File: src/rtl/colunas_pkg.sv
// Mode encodings for the LED-matrix column scan register, as seen on the {ch1,ch0} switches.
package colunas_pkg;

    localparam logic [1:0] MODO_LOAD = 2'b00;
    localparam logic [1:0] MODO_SHL  = 2'b01;
    localparam logic [1:0] MODO_SHR  = 2'b10;
    localparam logic [1:0] MODO_HOLD = 2'b11;

endpackage

File: src/rtl/registrador_coluna_param_prescaler.sv
// prescaler_coluna: step-rate divider for the column register.
// i_clr wins over i_en. With i_en low, the count holds its value.
module prescaler_coluna #(
    parameter int DIV = 1
) (
    input  logic clk,
    input  logic rst_n,
    input  logic i_en,
    input  logic i_clr,
    output logic o_tick
);

    localparam int CW = (DIV > 1) ? $clog2(DIV) : 1;

    logic [CW-1:0] r_cnt;
    logic          w_term;

    // With DIV=1 the count never leaves 0, so every enabled cycle is a tick.
    assign w_term = (r_cnt == CW'(DIV - 1));
    assign o_tick = i_en & w_term;

    always_ff @(posedge clk or negedge rst_n) begin
        if (!rst_n) begin
            r_cnt <= '0;
        end else if (i_clr) begin
            r_cnt <= '0;
        end else if (i_en) begin
            r_cnt <= w_term ? '0 : r_cnt + CW'(1);
        end
    end

endmodule

File: src/rtl/registrador_coluna_param.sv
// Parametrised column shift register: load / shift left / shift right / hold, with a prescaled step rate.
// Build option REGISTRADOR_COLUNA_ROTATE_EN turns the shifts into circular rotations (input d is then unused).
module registrador_coluna_param
    import colunas_pkg::*;
#(
    parameter int WIDTH = 7,
    parameter int DIV   = 1
) (
    input  logic                     clk,
    input  logic                     rst_n,
    input  logic                     ch1,
    input  logic                     ch0,
    input  logic [WIDTH-1:0]         valores_registrador,
    input  logic                     d,
    output logic [WIDTH-1:0]         q,
    output logic [$clog2(WIDTH)-1:0] pos,
    output logic                     step,
    output logic                     wrap
);

    localparam int PW = $clog2(WIDTH);

    logic [1:0]       w_modo;
    logic             w_load;
    logic             w_shift;
    logic             w_tick;
    logic             w_fill_l;
    logic             w_fill_r;
    logic             w_pos_last;
    logic [WIDTH-1:0] w_q_next;

    logic [WIDTH-1:0] r_q;
    logic [PW-1:0]    r_pos;
    logic             r_step;
    logic             r_wrap;

    assign w_modo     = {ch1, ch0};
    assign w_load     = (w_modo == MODO_LOAD);
    assign w_shift    = (w_modo == MODO_SHL) || (w_modo == MODO_SHR);
    assign w_pos_last = (r_pos == PW'(WIDTH - 1));

`ifdef REGISTRADOR_COLUNA_ROTATE_EN
    assign w_fill_l = r_q[WIDTH-1];
    assign w_fill_r = r_q[0];
`else
    assign w_fill_l = d;
    assign w_fill_r = d;
`endif

    prescaler_coluna #(
        .DIV (DIV)
    ) u_prescaler (
        .clk    (clk),
        .rst_n  (rst_n),
        .i_en   (w_shift),
        .i_clr  (w_load),
        .o_tick (w_tick)
    );

    always_comb begin
        w_q_next = r_q;
        case (w_modo)
            MODO_SHL: w_q_next = {r_q[WIDTH-2:0], w_fill_l};
            MODO_SHR: w_q_next = {w_fill_r, r_q[WIDTH-1:1]};
            default:  w_q_next = r_q;
        endcase
    end

    // step/wrap are registered so they line up with the q they describe.
    always_ff @(posedge clk or negedge rst_n) begin
        if (!rst_n) begin
            r_q    <= '0;
            r_pos  <= '0;
            r_step <= 1'b0;
            r_wrap <= 1'b0;
        end else if (w_load) begin
            r_q    <= valores_registrador;
            r_pos  <= '0;
            r_step <= 1'b0;
            r_wrap <= 1'b0;
        end else if (w_tick) begin
            r_q    <= w_q_next;
            r_pos  <= w_pos_last ? '0 : r_pos + PW'(1);
            r_step <= 1'b1;
            r_wrap <= w_pos_last;
        end else begin
            r_step <= 1'b0;
            r_wrap <= 1'b0;
        end
    end

    assign q    = r_q;
    assign pos  = r_pos;
    assign step = r_step;
    assign wrap = r_wrap;

endmodule
File: config.mk
export PLATFORM = sky130hd
export DESIGN_NAME = registrador_coluna_param
export DESIGN_NICKNAME = d
export VERILOG_FILES = /design/src/rtl/colunas_pkg.sv /design/src/rtl/registrador_coluna_param_prescaler.sv /design/src/rtl/registrador_coluna_param.sv
export SDC_FILE = /design/constraint.sdc
export NUM_CORES = 1
export LEC_CHECK = 0
export ABC_AREA = 1
export BUFFER_PORTS_ARGS = -buffer_cell sky130_fd_sc_hd__buf_2
export CAP_MARGIN = 20
export CORE_MARGIN = 4
export CORE_UTILIZATION = 45
export DETAILED_ROUTE_END_ITERATION = 8
export GPL_ROUTABILITY_DRIVEN = 1
export PLACE_DENSITY = 0.82
export SYNTH_ARGS = -nofsm -noshare
export SYNTH_HDL_FRONTEND = slang
export SYNTH_HIERARCHICAL = 1
export SYNTH_SLANG_ARGS = --single-unit
File: constraint.sdc
create_clock -name clk -period 1 [get_ports clk]
set_input_delay 0.25 -clock clk [delete_from_list [all_inputs] [get_ports clk]]
set_output_delay 0.25 -clock clk [all_outputs]
set_load 0.005 [all_outputs]
==> flow_summary.json, run 1 <==
{
  "status": "finished, violations left",
  "violations": "negative setup slack",
  "drt_first_pass_iters": 4,
  "ys_ff_latch": 12,
  "syn_inst": 91,
  "syn_to_final_growth_pct": 52.8,
  "die_h_um": 47.1,
  "worst_slew_pin_slew_ns": 0.269,
  "core-area_mm2": 0.00137,
  "hold_violations": 0,
  "clockRootBuffer": "clkbuf_4",
  "endpoint_kind": "primary output",
  "power.leakage_uw": 0.000589,
  "ir_drop_mv": 0.840,
  "hp-class": "input pin to flip-flop",
  "nFillCells": 90,
  "rsz0062_at_grt": "yes",
  "vias_per_cell": 5.15,
  "drtIter0Drc": 35,
  "vias": 772,
  "crit_required_ns": 0.75,
  "ctsLongestPathBuffers": 2,
  "pre_cts_slack_ns": -0.324,
  "drive_above_1_share_pct": 47.4,
  "final_cell_mix": "nand2_1, buf_2, buf_4, dfrtp_1, nand3_1",
  "post-route-period-util_pct": 105,
  "synth_area_um2": 687,
  "yosysSeqAreaShare_pct": 43.7,
  "cts-htree-levels": 1,
  "finClkSkew_ns": 0.00535,
  "fin_total_pwr_uw": 1720,
  "drt_wl_total_um": 1860,
  "maxClockFrequency_mhz": 956,
  "path_max_fanout": 2,
  "maxSlewHeadroom_pct": 82.1,
  "synth_area_per_cell_um2": 7.55,
  "antenna_found_initial": 0,
  "hpwl_um": 1200,
  "yosysWarningCount": 6,
  "final_util_pct": 76.8,
  "clock_sinks": 12,
  "core.rowCount": 13,
  "worstPathArrival_ns": 0.80,
  "powerDensity_mw_per_mm2": 1640,
  "antenna_left": 0,
  "slew_viol_final": 0,
  "grt_pass1_wl_um": 2960,
  "grt-ovfl-total": 0,
  "start_util_pct": 50.3,
  "worstSetupPathType": "flip-flop to primary output",
  "numCtsBuffers": 3,
  "drc": 0,
  "ios": 24,
  "setup_ws_ns": -0.0456,
  "wire_per_inst_um": 12.4,
  "setup-violations-final": 10,
  "path_clk_slew_ns": 0.08,
  "grt_usage_pct": 19.2,
  "die_width_um": 47.1,
  "fin_tns_setup_ns": -0.298,
  "path_cells": "buf_2",
  "syn_nets": 106,
  "nets": 152,
  "layout_commonest_cell": "nand2_1",
  "cts_tree": "built",
  "port_buffers": 23,
  "crit_slowest_cell": "dfrtp_1",
  "path_buf_inv": 1,
  "grt_max_degree": 14,
  "slowest_delay_ns": 0.39,
  "antennaDiodeCount": 0,
  "fin_crit_ns": 1.05,
  "grt_pass1_vias": 707,
  "drv_cap": 0,
  "yosysUniqueCellTypes": 16,
  "insertion_delay_ns": 0.27,
  "startpoint_type": "flip-flop",
  "critical-path-top-delay-family": "flip-flops",
  "gp_congestion": 0.838,
  "die_area_mm2": 0.00222
}
[routing by layer]
| layer | wire length [um] | up-vias | share of wire, % | GRT usage (%) |
|---|---|---|---|---|
| met2 | 941 | 39 | 51 | 29.8 |
| met1 | 752 | 357 | 40 | 24.3 |
| li1 | - | 374 | - | - |
| met4 | 12 | 0 | 0.64 | 10.5 |
| met3 | 154 | 2 | 8.3 | 4.98 |
| met5 | 0 | - | 0 | 0 |
[logic make-up after synthesis]
group / share of synthesized area (%)
compound gates: 2.91
flops: 43.7
fa+ha+maj: 5.47
simple gates: 40.1
buf+inv: 7.83
[layout make-up]
cell class,instances,area [um^2],area share [%]
multi-input combinational,68,373,35.5
timing repair buffer,44,288,27.4
sequential,12,300,28.6
tap,15,18.8,1.79
inverter,8,47.5,4.53
clock buffer,3,22.5,2.15
[repair_timing]
action                                  4_1_cts  5_1_grt
endpoints found under the hold margin        12        0
gates resized for setup                       0       14
setup buffers                                14        2
hold buffers                                  1        0
endpoints found under the setup margin       17       21
pin swaps                                     1        9
[power breakdown]
| part | internal, uW | leakage (uW) | switching, uW | total (uW) |
|---|---|---|---|---|
| Sequential | 592 | 0.000152 | 50.8 | 643 |
| Clock | 139 | 0.0000138 | 161 | 300 |
| Combinational | 406 | 0.000423 | 375 | 781 |
| Total | 1140 | 0.000589 | 586 | 1720 |
[Yosys cell counts]
library cell,number,area [um^2]
nor3_1,1,5.00
nor2_4,1,11.3
buf_6,1,11.3
nor2_2,1,6.26
or2_0,3,18.8
nand3_1,14,70.1
o21ai_0,3,15.0
inv_1,6,22.5
inv_2,2,7.51
nand2_1,37,139
buf_2,1,5.00
ha_1,3,37.5
a21oi_1,1,5.00
buf_4,1,7.51
or2_2,4,25.0
dfrtp_1,12,300
[state kept, by name (all words and copies together), names as in the netlist]
signal	count
q	7
pos	3
step	1
wrap	1
[worst register-to-register path, delay by kind of cell (launching register included)]
family | cells | cell delay (ns)
DFF | 1 | 0.39
buffers and inverters | 2 | 0.26
and+or+nand+nor | 4 | 0.23
[final timing paths]
check / from / endpoint / slack [ns] / cells past startpoint
max reg2reg: q[6] / q[5] / 0.01 / 6
max in group asynchronous: rst_n / pos[2] / 0.41 / 2
max: q[4] / q[4] / -0.05 / 1
min in group asynchronous: rst_n / q[0] / 0.37 / 2
min reg2reg: pos[0] / wrap / 0.58 / 2
min: valores_registrador[2] / q[2] / 0.28 / 4
[metrics by stage]
stage | hold slack [ns] | cells | instance area (um^2)
after global placement | 0.139 | 131 | 867
after detailed placement | 0.142 | 131 | 867
after floorplan | -0.0456 | 91 | 723
final | 0.279 | 150 | 1050
after global routing | 0.321 | 150 | 1050
after CTS | 0.298 | 149 | 1000
No activity file was read; power rests on OpenSTA's default activity.
==> run 2, diff against run 1 <==
- SYNTH_HIERARCHICAL: 1 -> default
==> run 2 against run 1 <==
The run still ends with negative setup slack left. Clock skew is 0.0039 ns higher. Fmax is 2.8% lower. Via count is 6.3% lower. First-iteration DRC count is 34% lower.
==> flow_summary.json, run 2 <==
{
  "status": "finished, violations left",
  "violations": "negative setup slack",
  "maxSlewHeadroom_pct": 80.6,
  "ys_ff_latch": 12,
  "placed_cell_area_um2": 843,
  "grt_busiest_layer": "met2",
  "clockRootBuffer": "clkbuf_4",
  "grtUsageMet2_pct": 28.1,
  "multi_input_area_um2": 327,
  "slew_viol_final": 0,
  "path_clk_slew_ns": 0.08,
  "drive_above_1_share_pct": 36.6,
  "final_cell_mix": "nand2_1, buf_2, nand3_1, buf_4",
  "critical-path-top-delay-family": "flip-flops",
  "design_area_um2": 962,
  "postSynth.asyncResetShare_pct": 100,
  "hp-class": "input pin to flip-flop",
  "grt_usage_pct": 17.9,
  "worst_slew_pin_slew_ns": 0.291,
  "slowest_delay_ns": 0.42,
  "port_buffers": 23,
  "syn_to_final_growth_pct": 38.1,
  "drv_cap": 0,
  "ios": 24,
  "grt_pass1_wl_um": 2860,
  "startpoint_type": "flip-flop",
  "post-route-period-util_pct": 108,
  "seq_area_um2": 300,
  "wire_per_inst_um": 11.4,
  "synth_area_um2": 697,
  "path_cells": "buf_2",
  "maxClockFrequency_mhz": 929,
  "path_buf_inv": 1,
  "antennaDiodeCount": 0,
  "synth_largest_area_cell": "dfrtp_1",
  "syn_inst": 94,
  "cts_tree": "built",
  "hpwl_um": 1270,
  "endpoint_kind": "primary output",
  "path_max_fanout": 4,
  "grt_use_met1_pct": 23.4,
  "rsz0062_at_grt": "yes",
  "hold_violations": 0,
  "hold_path_depth": 3,
  "nets": 151,
  "crit_slowest_cell": "dfrtp_1",
  "yosysWarningCount": 0,
  "ys.flop_type": "dfrtp_1",
  "synth_top_cells_by_count": "nand2_1, nand3_1, dfrtp_1, inv_1",
  "ff2ff_path_depth": 5,
  "clock_sinks": 12,
  "core-area_mm2": 0.00138,
  "synth_top_cell_area_share_pct": 43.1,
  "dp.cells": 134,
  "numCtsBuffers": 3,
  "finClkSkew_ns": 0.00921,
  "layout_commonest_cell": "nand2_1",
  "setup_ws_ns": -0.0762,
  "yosysSeqAreaShare_pct": 43.1,
  "fin_tns_setup_ns": -0.250,
  "holdCritStartpoint": "valores_registrador[5]",
  "cts-htree-levels": 1,
  "vias": 723,
  "die_area_mm2": 0.00224,
  "hold_end": "q[5]",
  "die_h_um": 47.4,
  "grt_pass1_vias": 684,
  "start_util_pct": 50.4,
  "setup-violations-final": 10,
  "fin_crit_ns": 1.08,
  "r2r-start": "pos[0]",
  "synth_edf_count": 0,
  "drt_wl_total_um": 1700,
  "stdcell_count": 149,
  "nFillCells": 117,
  "grt-ovfl-total": 0,
  "vias_per_cell": 4.85,
  "largest_reg_flops": 7,
  "power.leakage_uw": 0.000559,
  "antenna_left": 0,
  "worstSetupPathType": "flip-flop to primary output",
  "ir_drop_mv": 1.39,
  "drc": 0,
  "core.rowCount": 13,
  "synthTopCellsByArea": "dfrtp_1, nand2_1, nand3_1, inv_1, ha_1",
  "antenna_found_initial": 0,
  "crit_required_ns": 0.75,
  "insertion_delay_ns": 0.27,
  "die_width_um": 47.4,
  "syn_nets": 109,
  "drt_first_pass_iters": 4,
  "grt_max_degree": 13,
  "worstPathArrival_ns": 0.83,
  "final_util_pct": 69.6,
  "yosysMostFrequentCell": "nand2_1",
  "drtIter0Drc": 23,
  "ctsLongestPathBuffers": 2,
  "gp_congestion": 0.825,
  "timing.rr.end": "pos[1]",
  "reg2reg_slack_ns": 0.03,
  "gr-usage-met3_pct": 3.45,
  "yosysUniqueCellTypes": 14,
  "powerDensity_mw_per_mm2": 1690,
  "synth_area_per_cell_um2": 7.41
}
[run 2: cell families (layout without fill, tap and decap cells)]
kind of cell / Yosys count / in the layout / share of synthesized area (%)
AOI/OAI and AO/OA: 3 / 3 / 2.87
adders and majority gates: 3 / 3 / 5.39
buffers and inverters: 18 / 57 / 12.0
DFF: 12 / 12 / 43.1
and+or+nand+nor: 58 / 59 / 36.6
[run 2: tightest hold or removal path: cells and delay by family]
kind,cells,cell delay [ns]
buffers and inverters,1,0.07
AND/OR/NAND/NOR,2,0.14
[run 2: per-layer routing]
metal  part of all wire (%)  up-vias
li1                       -      373
met1                     46      326
met2                     48       22
met3                    5.2        2
met4                   0.76        0
met5                      0        -
[run 2: final cells by class]
cell class | count | area share (%)
well taps | 15 | 1.95
clock buffers | 3 | 2.34
flip-flops and latches | 12 | 31.2
multi-input cells | 65 | 33.9
inverters | 15 | 5.85
repair buffers | 39 | 24.7
[run 2: per-stage QoR]
stage	power, uW	setup slack (ns)	hold slack, ns
after global placement	1170	-0.194	0.146
after floorplan	975	0.00600	-0.0456
after CTS	1590	-0.0795	0.239
after global routing	1750	-0.0907	0.259
final	1620	-0.0762	0.238
after detailed placement	1190	-0.222	0.146
[run 2: power by group]
group          internal [uW]  switching [uW]  total [uW]
Combinational            345             334         679
Clock                    139             153         292
Sequential               591            60.2         652
Total                   1080             548        1620
[run 2: worst max-delay path by stage]
stage	start	to	slack [ns]	depth (start not counted)
floorplan	ch0	q[1]	0.006	6
global placement	ch1	pos[0]	-0.19	6
detailed placement	ch1	pos[0]	-0.22	6
CTS	pos[2]	pos[2]	-0.08	1
global route	pos[2]	pos[2]	-0.09	1
finish	pos[2]	pos[2]	-0.08	1
[run 2: repair_timing]
| action | 4_1_cts | 5_1_grt |
|---|---|---|
| buffers inserted | 9 | 1 |
| pin swaps | 0 | 2 |
| hold buffers | 1 | 0 |
| endpoints found under the setup margin | 10 | 20 |
| cloned | 0 | 1 |
| endpoints found under the hold margin | 12 | 0 |
| resized for setup | 0 | 2 |
==> run 3, diff against run 2 <==
- clock period: 1 -> 1.1 ns (I/O delays scaled with it)
==> run 3 against run 2 <==
The run now ends clean. Non-clock buffer count decreased by 5. Cell count decreased by 4.0%. Count of clock-buffer cells in the layout unchanged. Utilization decreased by 3.6 points. Critical path type unchanged. Critical path depth unchanged. Total power decreased by 11%. Highest routed layer unchanged. Clock skew decreased by 0.0067 ns. Sequential power decreased by 8.0%.
==> flow_summary.json, run 3 (synthesis gave the netlist of run 2 again) <==
{
  "syn_to_final_growth_pct": 30.9,
  "slowest_delay_ns": 0.41,
  "drive_above_1_share_pct": 32.0,
  "drtIter0Drc": 23,
  "layout_commonest_cell": "nand2_1",
  "hpwl_um": 1320,
  "die_area_mm2": 0.00224,
  "wire_per_inst_um": 12.2,
  "antenna_found_initial": 0,
  "largest_reg_flops": 7,
  "critical-path-top-delay-family": "flip-flops",
  "grt_pass1_wl_um": 2460,
  "hold_violations": 0,
  "cts-htree-levels": 1,
  "setup-violations-final": 0,
  "core.rowCount": 13,
  "setup_ws_ns": 0.0200,
  "final_util_pct": 66.0,
  "drc": 0,
  "design_area_um2": 912,
  "path_buf_inv": 1,
  "cts_tree": "built",
  "gp_congestion": 0.844,
  "multi_input_area_um2": 313,
  "vias": 720,
  "worstPathArrival_ns": 0.80,
  "ir_drop_mv": 0.978,
  "grt_pass1_vias": 584,
  "startpoint_type": "flip-flop",
  "grt-ovfl-total": 0,
  "numCtsBuffers": 3,
  "finClkSkew_ns": 0.00250,
  "maxClockFrequency_mhz": 926,
  "crit_required_ns": 0.82,
  "nets": 145,
  "power.leakage_uw": 0.000536,
  "pre_cts_slack_ns": -0.0966,
  "drt_first_pass_iters": 4,
  "powerDensity_mw_per_mm2": 1580,
  "drv_cap": 0,
  "core-area_mm2": 0.00138,
  "start_util_pct": 50.4,
  "insertion_delay_ns": 0.27,
  "vias_per_cell": 5.03,
  "fin_hold_ws_ns": 0.261,
  "final_cell_mix": "nand2_1, buf_2, nand3_1, inv_1, dfrtp_1",
  "die_h_um": 47.4,
  "worstSetupPathType": "flip-flop to primary output",
  "hp-class": "input pin to flip-flop",
  "endpoint_kind": "primary output",
  "ios": 24,
  "fin_crit_ns": 1.08,
  "grt_max_degree": 13,
  "path_clk_slew_ns": 0.07,
  "post-route-period-util_pct": 98.2,
  "crit_slowest_cell": "dfrtp_2",
  "fin_total_pwr_uw": 1440,
  "nFillCells": 119,
  "seq_area_um2": 302,
  "grt_usage_pct": 16.0,
  "port_buffers": 23,
  "slew_viol_final": 0,
  "antennaDiodeCount": 0,
  "clock_sinks": 12,
  "worst_slew_pin_slew_ns": 0.318,
  "rsz0062_at_grt": "yes",
  "maxSlewHeadroom_pct": 78.8,
  "antenna_left": 0,
  "drt_wl_total_um": 1750,
  "die_width_um": 47.4,
  "placed_cell_area_um2": 833,
  "clockRootBuffer": "clkbuf_4",
  "path_cells": "buf_2",
  "ctsLongestPathBuffers": 2,
  "status": "complete, no violations",
  "path_max_fanout": 2
}
[run 3: cell count changes in the layout (fill, tap and decap cells not counted), sizes merged]
cell / previous run / this run
buf: 38 / 33
nor2: 3 / 2
[run 3: final timing paths]
| kind | to | from | slack, ns | cells past startpoint |
|---|---|---|---|---|
| min | q[3] | valores_registrador[3] | 0.26 | 3 |
| min reg2reg | q[6] | q[6] | 0.51 | 2 |
| max reg2reg | pos[1] | pos[0] | 0.11 | 5 |
| min in group asynchronous | wrap | rst_n | 0.40 | 2 |
| max | pos[1] | pos[1] | 0.02 | 1 |
| max in group asynchronous | pos[1] | rst_n | 0.48 | 2 |
[run 3: cell type report]
type,instances,area share (%)
Tap cell,15,2.06
Multi-Input combinational cell,64,34.3
Clock buffer,3,2.47
Inverter,15,6.17
Timing Repair Buffer,34,21.9
Sequential cell,12,33.1
[run 3: repair_timing]
item,CTS,global route
hold buffers,1,0
setup buffers,1,5
gates resized for setup,1,0
gates cloned,0,0
hold endpoints to repair,12,0
setup endpoints to repair,1,6
[run 3: power breakdown]
group / total, uW / switching [uW] / leakage [uW] / internal [uW]
clock network: 258 / 132 / 0.0000138 / 127
registers: 600 / 58.5 / 0.000147 / 542
logic: 583 / 303 / 0.000375 / 280
[run 3: stage by stage]
step,setup TNS [ns],cells
global route,-0.00327,143
finish,0,143
CTS,0,138
detailed placement,-0.819,133
floorplan,0,94
global placement,-0.521,133
[run 3: per-layer routing]
metal / track usage [%] / part of all wire, % / vias up
met5: 0 / 0 / -
met4: 11.6 / 3.1 / 0
met3: 1.15 / 6.6 / 7
met2: 23.5 / 46 / 36
met1: 21.8 / 44 / 317
li1: - / - / 360
